===== src/rtl/rv_dbgbridge.sv =====
// Host-link debug bridge: decodes halt/go/read/write byte commands and issues
// single-word transfers on the data-memory bus while the core is halted.
module rv_dbgbridge #(
  parameter int TIMEOUT       = 600000,
  parameter bit HALT_ON_RESET = 1'b0
) (
  input  logic        clk,
  input  logic        xreset,
  input  logic [7:0]  rx_data,
  input  logic        rx_valid,
  output logic        rx_ready,
  output logic [7:0]  tx_data,
  output logic        tx_valid,
  input  logic        tx_ready,
  output logic        halt,
  output logic [31:0] m_adr,
  output logic        m_re,
  output logic [3:0]  m_we,
  output logic [31:0] m_dw,
  input  logic [31:0] m_dr,
  input  logic        m_rdy
);

  // state    | meaning
  // S_IDLE   | waiting for an opcode byte
  // S_ADDR   | collecting 4 address bytes, LSB first
  // S_DATA   | collecting 4 write-data bytes, LSB first
  // S_BUS    | request driven until the responder is ready
  // S_RDWAIT | read data returns this cycle and is captured
  // S_REPLY  | reply bytes presented to the host link
  typedef enum logic [2:0] {
    S_IDLE, S_ADDR, S_DATA, S_BUS, S_RDWAIT, S_REPLY
  } state_t;

  localparam int            TW       = $clog2(TIMEOUT + 1);
  localparam logic [TW-1:0] TMO_LOAD = TW'(TIMEOUT - 1);
  localparam logic [7:0]    C_ACK    = 8'h06;
  localparam logic [7:0]    C_NAK    = 8'h15;
  localparam logic [7:0]    OP_H     = 8'h48;
  localparam logic [7:0]    OP_G     = 8'h47;
  localparam logic [7:0]    OP_R     = 8'h52;
  localparam logic [7:0]    OP_W     = 8'h57;

  state_t        r_state, w_next;
  logic          r_live;
  logic          r_halt;
  logic          r_is_wr;
  logic [1:0]    r_cnt;
  logic [TW-1:0] r_tmo;
  logic [31:0]   r_addr;
  logic [31:0]   r_wdata;
  logic [31:0]   r_txbuf;
  logic          w_rx_acc;
  logic          w_tx_acc;
  logic          w_collect;
  logic          w_tmo_hit;

  // r_live keeps rx_ready low while reset is asserted even though the state is IDLE
  assign rx_ready  = r_live & (r_state inside {S_IDLE, S_ADDR, S_DATA});
  assign w_rx_acc  = rx_valid & rx_ready;
  assign tx_valid  = (r_state == S_REPLY);
  assign w_tx_acc  = tx_valid & tx_ready;
  assign tx_data   = r_txbuf[7:0];
  assign w_collect = (r_state == S_ADDR) || (r_state == S_DATA);
  assign w_tmo_hit = w_collect & ~w_rx_acc & (r_tmo == '0);

  assign halt  = r_halt;
  assign m_adr = r_addr & 32'hFFFF_FFFC;
  assign m_dw  = r_wdata;
  assign m_re  = (r_state == S_BUS) & ~r_is_wr;
  assign m_we  = {4{(r_state == S_BUS) & r_is_wr}};

  always_comb begin
    w_next = r_state;
    case (r_state)
      S_IDLE: begin
        if (w_rx_acc) begin
          if (rx_data == OP_R || rx_data == OP_W) w_next = S_ADDR;
          else                                    w_next = S_REPLY;
        end
      end
      S_ADDR: begin
        if (w_rx_acc && r_cnt == 2'd3) begin
          if (r_is_wr)     w_next = S_DATA;
          else if (r_halt) w_next = S_BUS;
          else             w_next = S_REPLY;
        end else if (w_tmo_hit) begin
          w_next = S_IDLE;
        end
      end
      S_DATA: begin
        if (w_rx_acc && r_cnt == 2'd3) w_next = r_halt ? S_BUS : S_REPLY;
        else if (w_tmo_hit)            w_next = S_IDLE;
      end
      S_BUS: begin
        if (m_rdy) w_next = r_is_wr ? S_REPLY : S_RDWAIT;
      end
      S_RDWAIT: w_next = S_REPLY;
      S_REPLY: begin
        if (w_tx_acc && r_cnt == 2'd0) w_next = S_IDLE;
      end
      default: w_next = S_IDLE;
    endcase
  end

  always_ff @(posedge clk or negedge xreset) begin
    if (!xreset) begin
      r_state <= S_IDLE;
      r_live  <= 1'b0;
      r_halt  <= HALT_ON_RESET;
      r_is_wr <= 1'b0;
      r_cnt   <= 2'd0;
      r_tmo   <= '0;
      r_addr  <= 32'h0;
      r_wdata <= 32'h0;
      r_txbuf <= 32'h0;
    end else begin
      r_live  <= 1'b1;
      r_state <= w_next;
      case (r_state)
        S_IDLE: begin
          if (w_rx_acc) begin
            r_cnt   <= 2'd0;
            r_tmo   <= TMO_LOAD;
            r_is_wr <= (rx_data == OP_W);
            r_txbuf <= {24'h0, (rx_data == OP_H || rx_data == OP_G) ? C_ACK : C_NAK};
            if (rx_data == OP_H) r_halt <= 1'b1;
            if (rx_data == OP_G) r_halt <= 1'b0;
          end
        end
        S_ADDR, S_DATA: begin
          if (w_rx_acc) begin
            if (r_state == S_ADDR) r_addr  <= {rx_data, r_addr[31:8]};
            else                   r_wdata <= {rx_data, r_wdata[31:8]};
            r_cnt   <= r_cnt + 2'd1;
            r_tmo   <= TMO_LOAD;
            // only presented if the command ends unhalted; otherwise overwritten
            r_txbuf <= {24'h0, C_NAK};
          end else if (r_tmo != '0) begin
            r_tmo <= r_tmo - 1'b1;
          end
        end
        S_BUS: begin
          if (m_rdy) begin
            r_txbuf <= {24'h0, C_ACK};
            r_cnt   <= 2'd0;
          end
        end
        S_RDWAIT: begin
          r_txbuf <= m_dr;
          r_cnt   <= 2'd3;
        end
        S_REPLY: begin
          if (w_tx_acc) begin
            r_txbuf <= {8'h00, r_txbuf[31:8]};
            if (r_cnt != 2'd0) r_cnt <= r_cnt - 2'd1;
          end
        end
        default: ;
      endcase
    end
  end

endmodule


===== config.mk =====
export PLATFORM = sky130hd
export DESIGN_NAME = rv_dbgbridge
export DESIGN_NICKNAME = d
export VERILOG_FILES = /design/src/rtl/rv_dbgbridge.sv
export SDC_FILE = /design/constraint.sdc
export NUM_CORES = 1
export LEC_CHECK = 0
export CAP_MARGIN = 30
export CORE_MARGIN = 2
export CORE_UTILIZATION = 50
export CTS_CLUSTER_SIZE = 30
export DETAILED_ROUTE_END_ITERATION = 10
export GPL_TIMING_DRIVEN = 0
export PLACE_DENSITY = 0.79
export REMOVE_ABC_BUFFERS = 1
export SETUP_SLACK_MARGIN = 0.3
export SLEW_MARGIN = 15
export SYNTH_ARGS = -nofsm -noshare
export SYNTH_HDL_FRONTEND = slang
export SYNTH_SLANG_ARGS = --single-unit

===== constraint.sdc =====
create_clock -name clk -period 7.2 [get_ports clk]
set_input_delay 1.08 -clock clk [delete_from_list [all_inputs] [get_ports clk]]
set_output_delay 1.08 -clock clk [all_outputs]
set_load 0.02 [all_outputs]

==> impl.org, run 1 <==
** STA
- The final count of hold timing violations is 0.
- The final critical path takes up between 40% and 50% of the cycle.
- Hold is met by 0.480 ns.
- Slew Limit Fails :: 0
- For this run, the top clock speed supported by timing is 283 MHz.
- For the finished layout, the period the worst path requires is 3.53 ns.
- Count of final setup violators :: 0
- Setup repair after global routing missed its margin :: false
- Headroom to the max-slew limit came out at between 40% and 50%.
- Fin Clk Skew :: between 0.005 and 0.006 ns
- For the pin with the worst max-slew slack, the measured transition is 0.854 ns.
- Setup total negative slack on the finished layout was measured at 0 ns.

** Worst hold path
- For hold timing, the worst endpoint is r_txbuf[7].
- The worst hold path passes through 2 cells.
- Startpoint of the tightest hold check path :: r_txbuf[7]
- The worst hold path belongs to the class flop to flop.

** Pwr
- Proportion of power drawn by combinational gates :: 36.4%
- Maximum resistive drop on vdd :: 216 uV
- Net switching is 34.4% of the power.
- Switching power :: 0.00107 W
- The internal power of the cells totals 0.00204 W.
- In this run, the clock network consumes 29.5% of the power.
- Power density over the cells :: ~400 nW/um^2
- For this design the static power due to leakage is about 3.4 nW.
- Design Power :: 0.00311 W
- Per report_power, the sequential group accounts for 34.0% of the total.

** Route
- Remaining antenna violation count after routing :: 0
- Count of unresolved DRC violations after routing :: 0
- Across all layers, the routed design uses 4502 vias.
- Routed length per placed instance :: 17.6 um
- For this block, the initial DRC count from the detailed router was between 300 and 400.
- For this block, the routed nets add up to 13700 um of wire.
- Via-per-instance ratio :: 5.81
- Length of the first detailed-routing pass in iterations :: 5

** Synth
- Main flop type after synthesis :: sky130_fd_sc_hd__dfrtp_1
- Adder-Cell Fraction of Synth Area :: 0.437%
- Netlist Area Pre-Place :: 5720 um^2
- Yosys synthesis warning count :: 0
- Unique masters post-synth :: 53
- Yosys reg bits :: between 100 and 150
- XOR/XNOR share of the synthesized area :: less than 1%
- Main combinational cell family by area after synthesis :: multiplexers
- Summing the areas of all and, or, nand and nor instances in the mapped netlist gives 11.9% of the synthesized area.
- Gate Count Post-Synth :: between 500 and 600
- Mean Syn Cell Area :: between 10 and 15 um^2
- Async set-reset flop share out of synthesis :: 100%
- The synthesized netlist devotes between 10% and 20% of its cell area to compound gates.
- In the synthesized netlist, mux cells make up 16.4% of the area.
- Sequential elements use 53.4% of the synthesized area.
- In this run, synthesis inferred 0 flip-flops with an integrated enable.

** Clock tree
- Clk root buf :: sky130_fd_sc_hd__clkbuf_16
- Buffers added to address setup during post-CTS repair amount to 0.
- After clock tree synthesis, the clock-pin slew on the worst setup and hold paths is 0.06 ns.
- The number of clock buffers added by TritonCTS is 17.
- Clock latency on the worst-skew pair, taken at its later pin, is 0.42 ns.
- Clock sink total :: between 100 and 150
- Number of H-tree branching levels :: 4
- Maximum root-to-sink buffer count :: 2
- TritonCTS built the clock tree.
- Cts hold-fix bufs :: 0
- Count of cells resized by post-cts repair :: 0

** Floorplan
- Die ar. :: 12300 um^2
- Horizontal die dimension :: 111 um
- Once the floorplan was initialized, standard cells occupied 50.8% of the core.
- The total area inside the core boundary comes to 11300 um^2.
- During I/O placement, the number of pins put on the boundary was 125.
- Num rows :: 39
- Die H :: 111 um

** Critical path
- Arrival time of the worst setup path :: 2.45 ns
- Launch point of the worst reg-to-reg path :: r_tmo[2]
- Of all nets on the critical path, the largest fanout is 20.
- The critical path is of the flop to output pin type.
- Crit end category :: output pin
- R2r endpoint :: r_tmo[5]
- Worst reg-to-reg setup slack :: 4.36 ns
- Worst R2R Path Depth :: 6
- Kind of start point of the critical path :: flop
- Data required time at the worst endpoint :: between 6 and 7 ns

** Cells and area
- Sequential Area :: 3050 um^2
- ANT cells :: 0
- Area of the multi-input gates :: 2440 um^2
- After filler insertion, the fill cell instance count of the layout stands at 804.
- Fraction of the core area covered by cells at the end of the flow :: 68.6%
- At the end of the flow, the number of nets in the layout was approximately 670.
- Fraction of final layout cells sized beyond drive strength 1 :: approximately 19%
- Once layout is done, the placed cells without fillers occupy just under 8000 um^2.
- In the layout the commonest cells are sky130_fd_sc_hd__dfrtp_1, sky130_fd_sc_hd__clkdlybuf4s50_1, sky130_fd_sc_hd__mux2_2, sky130_fd_sc_hd__nand2_1, sky130_fd_sc_hd__mux2i_1.
- Area growth syn-to-layout :: 35.1%

** GRT
- The number of global-route vias before repair is 4549.
- Aggregate global-route resource usage :: 23.5%
- The first global-routing pass estimated 23100 um of wire.
- The initial antenna violation count was 0.
- Maximum number of pins on one net before global-route repair :: between 60 and 70
- Global routing finished with a remaining overflow of 0.

** Placed design
- In this run the tool buffered the top-level ports with 122 buffer cells.
- Final RePlAce weighted congestion :: 0.907
- Post-DP Area :: around 7100 um^2
- Detail Placement HPWL :: 9390 um

** Run
- Count of max-cap constraint violations :: 0

** Outcome
- Status :: complete, no violations
## cells by family (layout without fill, tap and decap cells)
kind of cell,after synthesis,after routing
mux,86,86
compound gates,109,109
simple gates,130,130
xor+xnor,2,2
buf+inv,52,178
fa+ha+maj,2,2
flops,122,122
other cells,2,3
## how the worst max path moves through the flow
stage,cells past startpoint,start,end
2_1_floorplan,3,rx_valid,r_cnt[0]
3_3_place_gp,4,rx_valid,r_cnt[0]
3_5_place_dp,6,rx_valid,r_addr[30]
4_1_cts,3,r_state[2],tx_valid
5_1_grt,3,r_state[2],tx_valid
6_report,3,r_state[2],tx_valid
## registers in the layout (all words and copies together) (netlist names)
name     count
m_dw        32
r_txbuf     32
r_addr      30
r_tmo       20
r_state      3
r_cnt        2
halt         1
r_is_wr      1
r_live       1
## through the flow
step                setup WS (ns)  cells
floorplan                  0.0261    464
global placement            -2.59    729
detailed placement           3.56    742
CTS                          3.68    774
global route                 3.46    775
finish                       3.67    775
## per-layer routing
metal	up-vias	share of wire (%)	GRT usage, %
met4	0	3.0	10.8
met2	154	50	38.3
met5	-	0	0
met1	2232	41	28.4
met3	33	6.7	8.09
li1	2083	-	-
## layout make-up
| type | count | area share, % |
|---|---|---|
| Multi-Input combinational cell | 332 | 31.5 |
| Clock inverter | 10 | 2.12 |
| Inverter | 10 | 0.486 |
| Tap cell | 143 | 2.31 |
| Clock buffer | 22 | 6.13 |
| Sequential cell | 122 | 39.5 |
| Timing Repair Buffer | 136 | 17.9 |
## power groups by stage
stage	registers [W]	logic (W)	clock network, W
3_3_place_gp	0.00108	0.00102	0
6_report	0.00106	0.00113	0.000918
3_5_place_dp	0.00106	0.00112	0
5_1_grt	0.00109	0.00121	0.000963
2_1_floorplan	0.00120	0.000473	0
4_1_cts	0.00106	0.00114	0.000928
## cell usage after synthesis, types with 5 or more instances
library cell	n	share of area [%]
sky130_fd_sc_hd__a21oi_1	16	1.4
sky130_fd_sc_hd__a22o_1	8	1.2
sky130_fd_sc_hd__buf_4	13	1.7
sky130_fd_sc_hd__clkbuf_1	24	1.6
sky130_fd_sc_hd__dfrtp_1	122	53
sky130_fd_sc_hd__inv_1	10	0.66
sky130_fd_sc_hd__mux2_2	62	12
sky130_fd_sc_hd__mux2i_1	24	4.2
sky130_fd_sc_hd__nand2_1	35	2.3
sky130_fd_sc_hd__nand2b_1	5	0.55
sky130_fd_sc_hd__nand3_1	10	0.87
sky130_fd_sc_hd__nand4_1	8	0.87
sky130_fd_sc_hd__nor2_1	23	1.5
sky130_fd_sc_hd__nor2b_1	7	0.77
sky130_fd_sc_hd__nor3_1	6	0.52
sky130_fd_sc_hd__o21ai_0	23	2.0
sky130_fd_sc_hd__o31ai_1	23	3.0
sky130_fd_sc_hd__or3_1	9	0.98
## critical path, cell delays in order, from the launching register on
cell and delay (ns):
sky130_fd_sc_hd__dfrtp_1 0.71, sky130_fd_sc_hd__nand2b_1 0.48, sky130_fd_sc_hd__nor2_1 0.20, sky130_fd_sc_hd__clkdlybuf4s50_1 0.65
No activity file was read; power rests on OpenSTA's default activity.
==> inputs of run 2 (changes only) <==
clock period = 3.4 ns   (was 7.2 ns; I/O delays follow)
==> run 2 against run 1 <==
  * Hold slack got worse by 0.41 ns
  * Clock skew about the same
  * Final cell count is the same
  * Global-route usage stayed put
  * Largest cell class unchanged
  * Clock power increased by 110%
  * Sequential power increased by 110%
  * Wire length decreased by 0.18%
  * Critical endpoint is now m_we[0]
  * Utilization hardly changed
  * Register-to-register slack worse by 3.8 ns
  * Die area unchanged
  * Combinational power increased by 110%
  * Critical path depth stayed put
==> impl.org, run 2 (synthesized netlist as in run 1, its figures left out) <==
** Outcome
- Status :: complete, no violations

** Cells and area
- The top cell types in the final layout, fill and taps aside, are sky130_fd_sc_hd__dfrtp_1, sky130_fd_sc_hd__clkdlybuf4s50_1, sky130_fd_sc_hd__mux2_2, sky130_fd_sc_hd__nand2_1, sky130_fd_sc_hd__mux2i_1.
- The repair_antennas step left the layout with diodes totalling 0.
- Counting the fill cells in the layout gives 802.
- Fraction of final layout cells sized beyond drive strength 1 :: 18.7%
- Fraction of the core area covered by cells at the end of the flow :: roughly two thirds
- Non-filler instance count after layout :: 775
- Net count reported at finish :: 666
- Compared with the post-synthesis result, the final layout area differs by 35.1%.

** Critical path
- In this run the worst path has a maximum fanout of 17.
- Kind of start point of the critical path :: flop
- Data on the critical path is required at its endpoint by 2.89 ns.
- Worst reg-to-reg setup slack :: 0.55 ns
- For this design, the slowest cell found on the critical path is sky130_fd_sc_hd__dfrtp_1.
- R2r endpoint :: r_tmo[5]
- The worst setup path is captured at an output pin.
- The startpoint identified for the worst register-to-register timing path is r_tmo[2].
- Data on the critical path arrives at its endpoint at 2.40 ns.
- Classification of the worst setup path :: flop to output pin
- For this run, the slowest stage of the critical path takes approximately 0.67 ns.
- The number of cells on the worst reg-to-reg path is 6.
- Walking the worst path, the cells encountered are nor2b_1 -> and3_1 -> clkdlybuf4s50_1.

** Route
- Via-per-instance ratio :: around 5.8
- Routed length per placed instance :: 17.6 um
- Remaining antenna violation count after routing :: 0
- Routed vias :: about 4500
- Drt first-iter violations :: 347
- Length of the first detailed-routing pass in iterations :: 5
- For this block, the routed nets add up to roughly 14000 um of wire.
- For this run, design rule violations remaining after detail routing come to 0.

** GRT
- Global routing finished with a remaining overflow of 0.
- Aggregate global-route resource usage :: 23.5%
- Entering global routing, the biggest net connects 65 pins.
- Wire length of the first global-routing pass :: 23100 um
- The initial antenna violation count came to 0.
- The number of global-route vias before repair was 4549.

** Pwr
- Internal power of the cells :: 0.00431 W
- Net switching fraction of the power :: about 34%
- Sequential cells account for 34.1% of the total power.
- Total leakage power :: 3.36 nW
- VDD sags by at most between 400 and 500 uV.
- Power density over the cells :: ~850 nW/um^2
- In this run the power spent charging and discharging nets is 0.00226 W.
- Design Power :: 0.00657 W
- Proportion of power drawn by combinational gates :: 36.4%
- Clk pwr share :: between 20% and 30%

** Floorplan
- The initialized floorplan defines 39 standard-cell rows.
- Ports :: 125
- Horizontal die dimension :: 111 um
- Area of the core :: 11300 um^2
- Die ar. :: 12300 um^2
- Die H :: 111 um
- Starting Density :: 50.8%

** Clock tree
- In this run the number of H-tree levels came out at 4.
- Number of buffers added for setup after CTS :: 0
- Insertion delay to the later sink of the worst-skew pair :: 0.42 ns
- Num CTS Buffers :: 17
- For this design, the sink count on the clock tree is 122.
- TritonCTS built the clock tree.
- The cell sitting at the root of the clock tree is a sky130_fd_sc_hd__clkbuf_16.
- Cts hold-fix bufs :: 0
- After clock tree synthesis, the clock-pin slew on the worst setup and hold paths is 0.06 ns.
- In this run the deepest clock path goes through 2 buffers.

** STA
- Setup repair after global routing left no endpoint under its margin.
- The worst path needs slightly below 3 ns of the cycle, external delays included.
- Final hold slack :: 0.0651 ns
- The number of max-slew violations in the final report came to 0.
- For the pin with the worst max-slew slack, the measured transition is 0.855 ns.
- For this run, the top clock speed supported by timing is 344 MHz.
- Setup violations remaining at the end of the flow were counted as 0.
- Between clock sinks in the finished design, the worst skew comes to 0.00570 ns.
- Measured against its own limit, the worst slew margin works out to 42.5%.
- The worst path uses between 80% and 90% of the clock period.
- The final count of hold timing violations was 0.
- Fin Setup TNS :: 0 ns

** Worst hold path
- Class of the worst hold path :: primary input to asynchronous set/reset pin

** Placed design
- At the end of routability-driven placement, the weighted congestion stood at roughly 0.91.
- Detail Placement HPWL :: 9390 um
- Number of port buffers :: 122
- Placed cell count :: 742

** Run
- Count of max-cap constraint violations :: 0
==> run 2: cell counts in the layout (fill, tap and decap cells not counted) <==
No cell type changed its count.
==> run 2: critical path: cells and delay by family, from the launching register on <==
family        cells  cell delay, ns
buf+inv           1            0.65
simple gates      2            0.66
flops             1            0.67
==> run 2: cell type report <==
class                           instances  area, um^2  share of cell area (%)
Tap cell                              143         179                    2.31
Clock buffer                           22         474                    6.13
Multi-Input combinational cell        332        2440                    31.6
Inverter                               10        37.5                   0.485
Sequential cell                       122        3050                    39.5
Clock inverter                         10         164                    2.12
Timing Repair Buffer                  136        1380                    17.9
==> run 2: worst max path at each step <==
stage	from	slack, ns	to
2_1_floorplan	rx_valid	-3.20	r_cnt[0]
5_1_grt	r_tmo[2]	0.36	r_tmo[5]
3_5_place_dp	rx_valid	0.33	r_addr[30]
4_1_cts	r_state[2]	0.45	tx_valid
3_3_place_gp	rx_valid	-5.82	r_cnt[0]
6_report	r_state[1]	0.49	m_we[0]
==> run 2: power groups by stage <==
stage	logic [W]	registers, W	clock network, W
2_1_floorplan	0.00100	0.00254	0
3_3_place_gp	0.00217	0.00229	0
3_5_place_dp	0.00238	0.00225	0
4_1_cts	0.00240	0.00224	0.00197
5_1_grt	0.00257	0.00230	0.00204
6_report	0.00239	0.00224	0.00194
==> run 2: routing by layer <==
metal / global-route usage (%) / vias up / part of all wire [%]
met2: 38.3 / 160 / 49
met1: 28.4 / 2197 / 41
met5: 0 / - / 0
met4: 10.8 / 0 / 2.8
met3: 8.09 / 32 / 6.9
li1: - / 2079 / -
==> run 2: what timing repair did <==
item | CTS | global route
endpoints found under the setup margin | 0 | 1
resized for setup | 0 | 1
hold endpoints to repair | 0 | 0
==> run 2: stage by stage <==
stage | area, um^2 | setup WS (ns)
5_1_grt | 7730 | 0.359
4_1_cts | 7720 | 0.454
3_3_place_gp | 6920 | -5.82
2_1_floorplan | 5520 | -3.20
6_report | 7730 | 0.491
3_5_place_dp | 7080 | 0.325
==> inputs of run 3 (changes only) <==
ABC_AREA = 1   (was not set)
==> run 3 against run 2 <==
  * Utilization fell by 0.52 points
  * Combinational power rose by 2%
  * Synthesized area rose by 2.5%
  * Highest routed layer unchanged
==> impl.org, run 3 <==
** Outcome
- The flow ran to the end, and the final reports show no timing, DRC or antenna violations.

** STA
- Final worst path period need :: 2.93 ns
- Slew Limit Fails :: 0
- For this run, the top clock speed supported by timing is between 300 and 400 MHz.
- Fin Clk Skew :: ~0.0095 ns
- In this run the tightest slew margin relative to its limit is 56.9%.
- Fin Setup TNS :: 0 ns
- The tightest hold path in the finished design has a slack of 0.0839 ns.
- Least-Margin Pin Slew :: ~0.65 ns
- Setup repair after global routing missed its margin :: false
- Count of final setup violators :: 0
- The final critical path takes up 86.1% of the cycle.
- Hold Vio Cnt, Final :: 0

** Route
- In the routed design, unresolved DRC markers number 0.
- Routed length per placed instance :: about 15 um
- Dividing the detail-routed via count by the number of cells gives 5.29.
- Length of the first detailed-routing pass in iterations :: 7
- Drt first-iter violations :: between 300 and 400
- Drt total wl :: approximately 14000 um
- Routed vias :: roughly 5200
- Remaining antenna violation count after routing :: 0

** Cells and area
- The number of antenna diodes in the final layout is 0.
- In the final layout, the share of cells above drive strength 1 is 7.76%.
- Most common cell after layout, fill and taps aside :: sky130_fd_sc_hd__nand2_1
- Total non-filler cell area in the finished layout :: 7770 um^2
- Net count reported at finish :: between 800 and 900
- Most frequent cells in the layout :: sky130_fd_sc_hd__nand2_1, sky130_fd_sc_hd__dfrtp_1, sky130_fd_sc_hd__clkdlybuf4s50_1, sky130_fd_sc_hd__inv_1, sky130_fd_sc_hd__nor2_1
- From synthesis to final layout, the design area changed by 32.6%.
- Excluding fillers, the count of instances in the completed layout stands at 981.

** GRT
- Entering global routing, the biggest net connects 69 pins.
- The initial antenna violation count is 0.
- For this run the aggregate overflow at the end of global routing stands at 0.
- Vias in the first global route :: 4994
- Wire length of the first global-routing pass :: 23900 um
- Aggregate global-route resource usage :: approximately a quarter

** Critical path
- The worst setup path is captured at an output pin.
- Count of cell instances traversed by the critical path :: 5
- The worst register-to-register path has a depth of 10.
- The critical path in this run is classified as flop to output pin.
- Slowest cell on the critical path :: sky130_fd_sc_hd__clkdlybuf4s50_1
- At the worst endpoint, the required time is 2.89 ns.
- Maximum single-stage delay on the critical path :: roughly 0.63 ns
- Kind of start point of the critical path :: flop
- Most frequent cell on the critical path :: sky130_fd_sc_hd__inv_1
- Arrival time of the worst setup path :: 2.42 ns
- Highest net fanout along the worst path :: 28
- Family with the most delay on the worst path :: buffers and inverters
- Worst Path Buf+Inv :: 3
- The critical path goes through inv_1 -> nor2_2 -> nand2_2 -> inv_1 -> clkdlybuf4s50_1.

** Clock tree
- Clock-pin slew was measured on the worst setup and hold paths at roughly 0.050 ns.
- Insertion delay to the later sink of the worst-skew pair :: between 0.4 and 0.5 ns
- Maximum root-to-sink buffer count :: 2
- Clock sink total :: 122
- Cts hold-fix bufs :: 0
- Num CTS Buffers :: 17
- The clock tree synthesis step divided the H-tree into 4 levels.
- Clk root buf :: sky130_fd_sc_hd__clkbuf_16
- Number of buffers added for setup after CTS :: 0
- TritonCTS built the clock tree.

** Floorplan
- The floorplan step defined a core boundary enclosing 11400 um^2.
- Pin placement for this block handled 125 I/O pins.
- Die ar. :: 12600 um^2
- From bottom edge to top edge, the die measures 112 um.
- The floorplan has 39 rows.
- Horizontal die dimension :: 112 um
- Starting Density :: between 50% and 60%

** Pwr
- Total leakage power :: approximately 3.7 nW
- The worst-case IR drop observed on VDD is 615 uV.
- Power spread over the standard cell area amounts to 851 nW/um^2.
- Design Power :: 0.00662 W

** Synth
- The number of different library cells used by synthesis comes to 32.
- Yosys reg bits :: 122
- Proportion of synthesized chip area in sequential cells :: 52.1%
- The synthesized design spends more area on one cell type than any other, namely sky130_fd_sc_hd__dfrtp_1.
- Gate Count Post-Synth :: approximately 700
- Most common library cells after synthesis :: sky130_fd_sc_hd__nand2_1, sky130_fd_sc_hd__dfrtp_1, sky130_fd_sc_hd__inv_1
- After synthesis the cells add up to 5860 um^2.
- Averaged over all synthesized cells, the footprint is 8.14 um^2.
- Yosys synthesis warning count :: 0
- Number of enable-type register cells in the synthesized netlist :: 0
- Main flop type after synthesis :: sky130_fd_sc_hd__dfrtp_1
- Top area cells in the synthesized netlist :: sky130_fd_sc_hd__dfrtp_1, sky130_fd_sc_hd__nand2_1, sky130_fd_sc_hd__o21ai_0, sky130_fd_sc_hd__inv_1, sky130_fd_sc_hd__nor2_1
- For this run, asynchronously set or reset flops after synthesis account for between 90% and 100%.
- Fraction of synthesized cell area taken by the top area cell type :: 52.1%
- By instance count, the leading cell after synthesis is sky130_fd_sc_hd__nand2_1.

** Placed design
- Detail Placement HPWL :: around 10000 um
- The number of placed instances, taps included, is 949.
- Routability-driven placement finished with a final weighted congestion of 0.915.
- In this run the tool buffered the top-level ports with 122 buffer cells.
- The placed instances occupy a cell area of 7090 um^2.

** Run
- Count of max-cap constraint violations :: 0

** Worst hold path
- The path class of the tightest hold or removal check is primary input to asynchronous set/reset pin.
-- run 3: cell types whose count changed in the layout (fill, tap and decap cells not counted), moves of 23 or more --
| cell | previous run | this run |
|---|---|---|
| sky130_fd_sc_hd__nand3_1 | 10 | 33 |
| sky130_fd_sc_hd__nand2_1 | 35 | 173 |
| sky130_fd_sc_hd__o31ai_1 | 23 | 0 |
| sky130_fd_sc_hd__mux2i_1 | 24 | 0 |
| sky130_fd_sc_hd__nor2_1 | 23 | 72 |
| sky130_fd_sc_hd__inv_1 | 10 | 79 |
| sky130_fd_sc_hd__o21ai_1 | 0 | 41 |
| sky130_fd_sc_hd__o21ai_0 | 23 | 70 |
| sky130_fd_sc_hd__mux2_2 | 62 | 12 |
-- run 3: cell type report --
cell class / count / area [um^2]
Clock buffer: 20 / 457
Tap cell: 143 / 179
Fill cell: 884 / 3640
Timing Repair Buffer: 126 / 1300
Inverter: 85 / 324
Sequential cell: 122 / 3050
Multi-Input combinational cell: 473 / 2240
Clock inverter: 12 / 219
-- run 3: what timing repair did --
item / in CTS / in global routing
setup endpoints to repair: 1 / 32
gates resized for setup: 1 / 2
endpoints found under the hold margin: 0 / 0
-- run 3: per-stage QoR --
| stage | util, % | setup WS, ns |
|---|---|---|
| after floorplan | - | 0.644 |
| after global placement | 61.4 | -2.79 |
| after detailed placement | 62.1 | 0.00996 |
| after CTS | 68.1 | 0.325 |
| after global routing | 68.1 | 0.307 |
| final | 68.1 | 0.472 |
-- run 3: path summary, 6_finish.rpt --
kind | start | endpoint | slack, ns
max | r_state[0] | tx_valid | 0.47
min in group clk | r_txbuf[5] | r_txbuf[5] | 0.49
max in group asynchronous | xreset | r_addr[3] | 2.60
max reg2reg | r_state[2] | r_txbuf[1] | 0.50
min | xreset | m_dw[2] | 0.08
min reg2reg | r_txbuf[5] | r_txbuf[5] | 0.49
-- run 3: power by group --
part           total, W  internal [W]  switching (W)
combinational   0.00243      0.000906        0.00153
sequential      0.00213       0.00187       0.000261
clock           0.00205       0.00141       0.000643
total           0.00662       0.00419        0.00243
-- run 3: cell families (layout without fill, tap and decap cells) --
kind of cell | Yosys count | after routing | share of synthesized area [%]
flops | 122 | 122 | 52.1
compound gates | 147 | 147 | 12.9
mux | 14 | 14 | 2.69
buf+inv | 126 | 243 | 9.94
fa+ha+maj | 2 | 2 | 0.427
other cells | 2 | 3 | 0.128
xor+xnor | 2 | 2 | 0.299
simple gates | 305 | 305 | 21.5
-- run 3: per-layer routing --
metal	wire, um	vias up	track usage [%]
li1	-	2513	-
met1	6080	2457	29.5
met2	7040	201	39.4
met3	1040	23	6.37
met4	269	0	9.11
met5	0	-	0
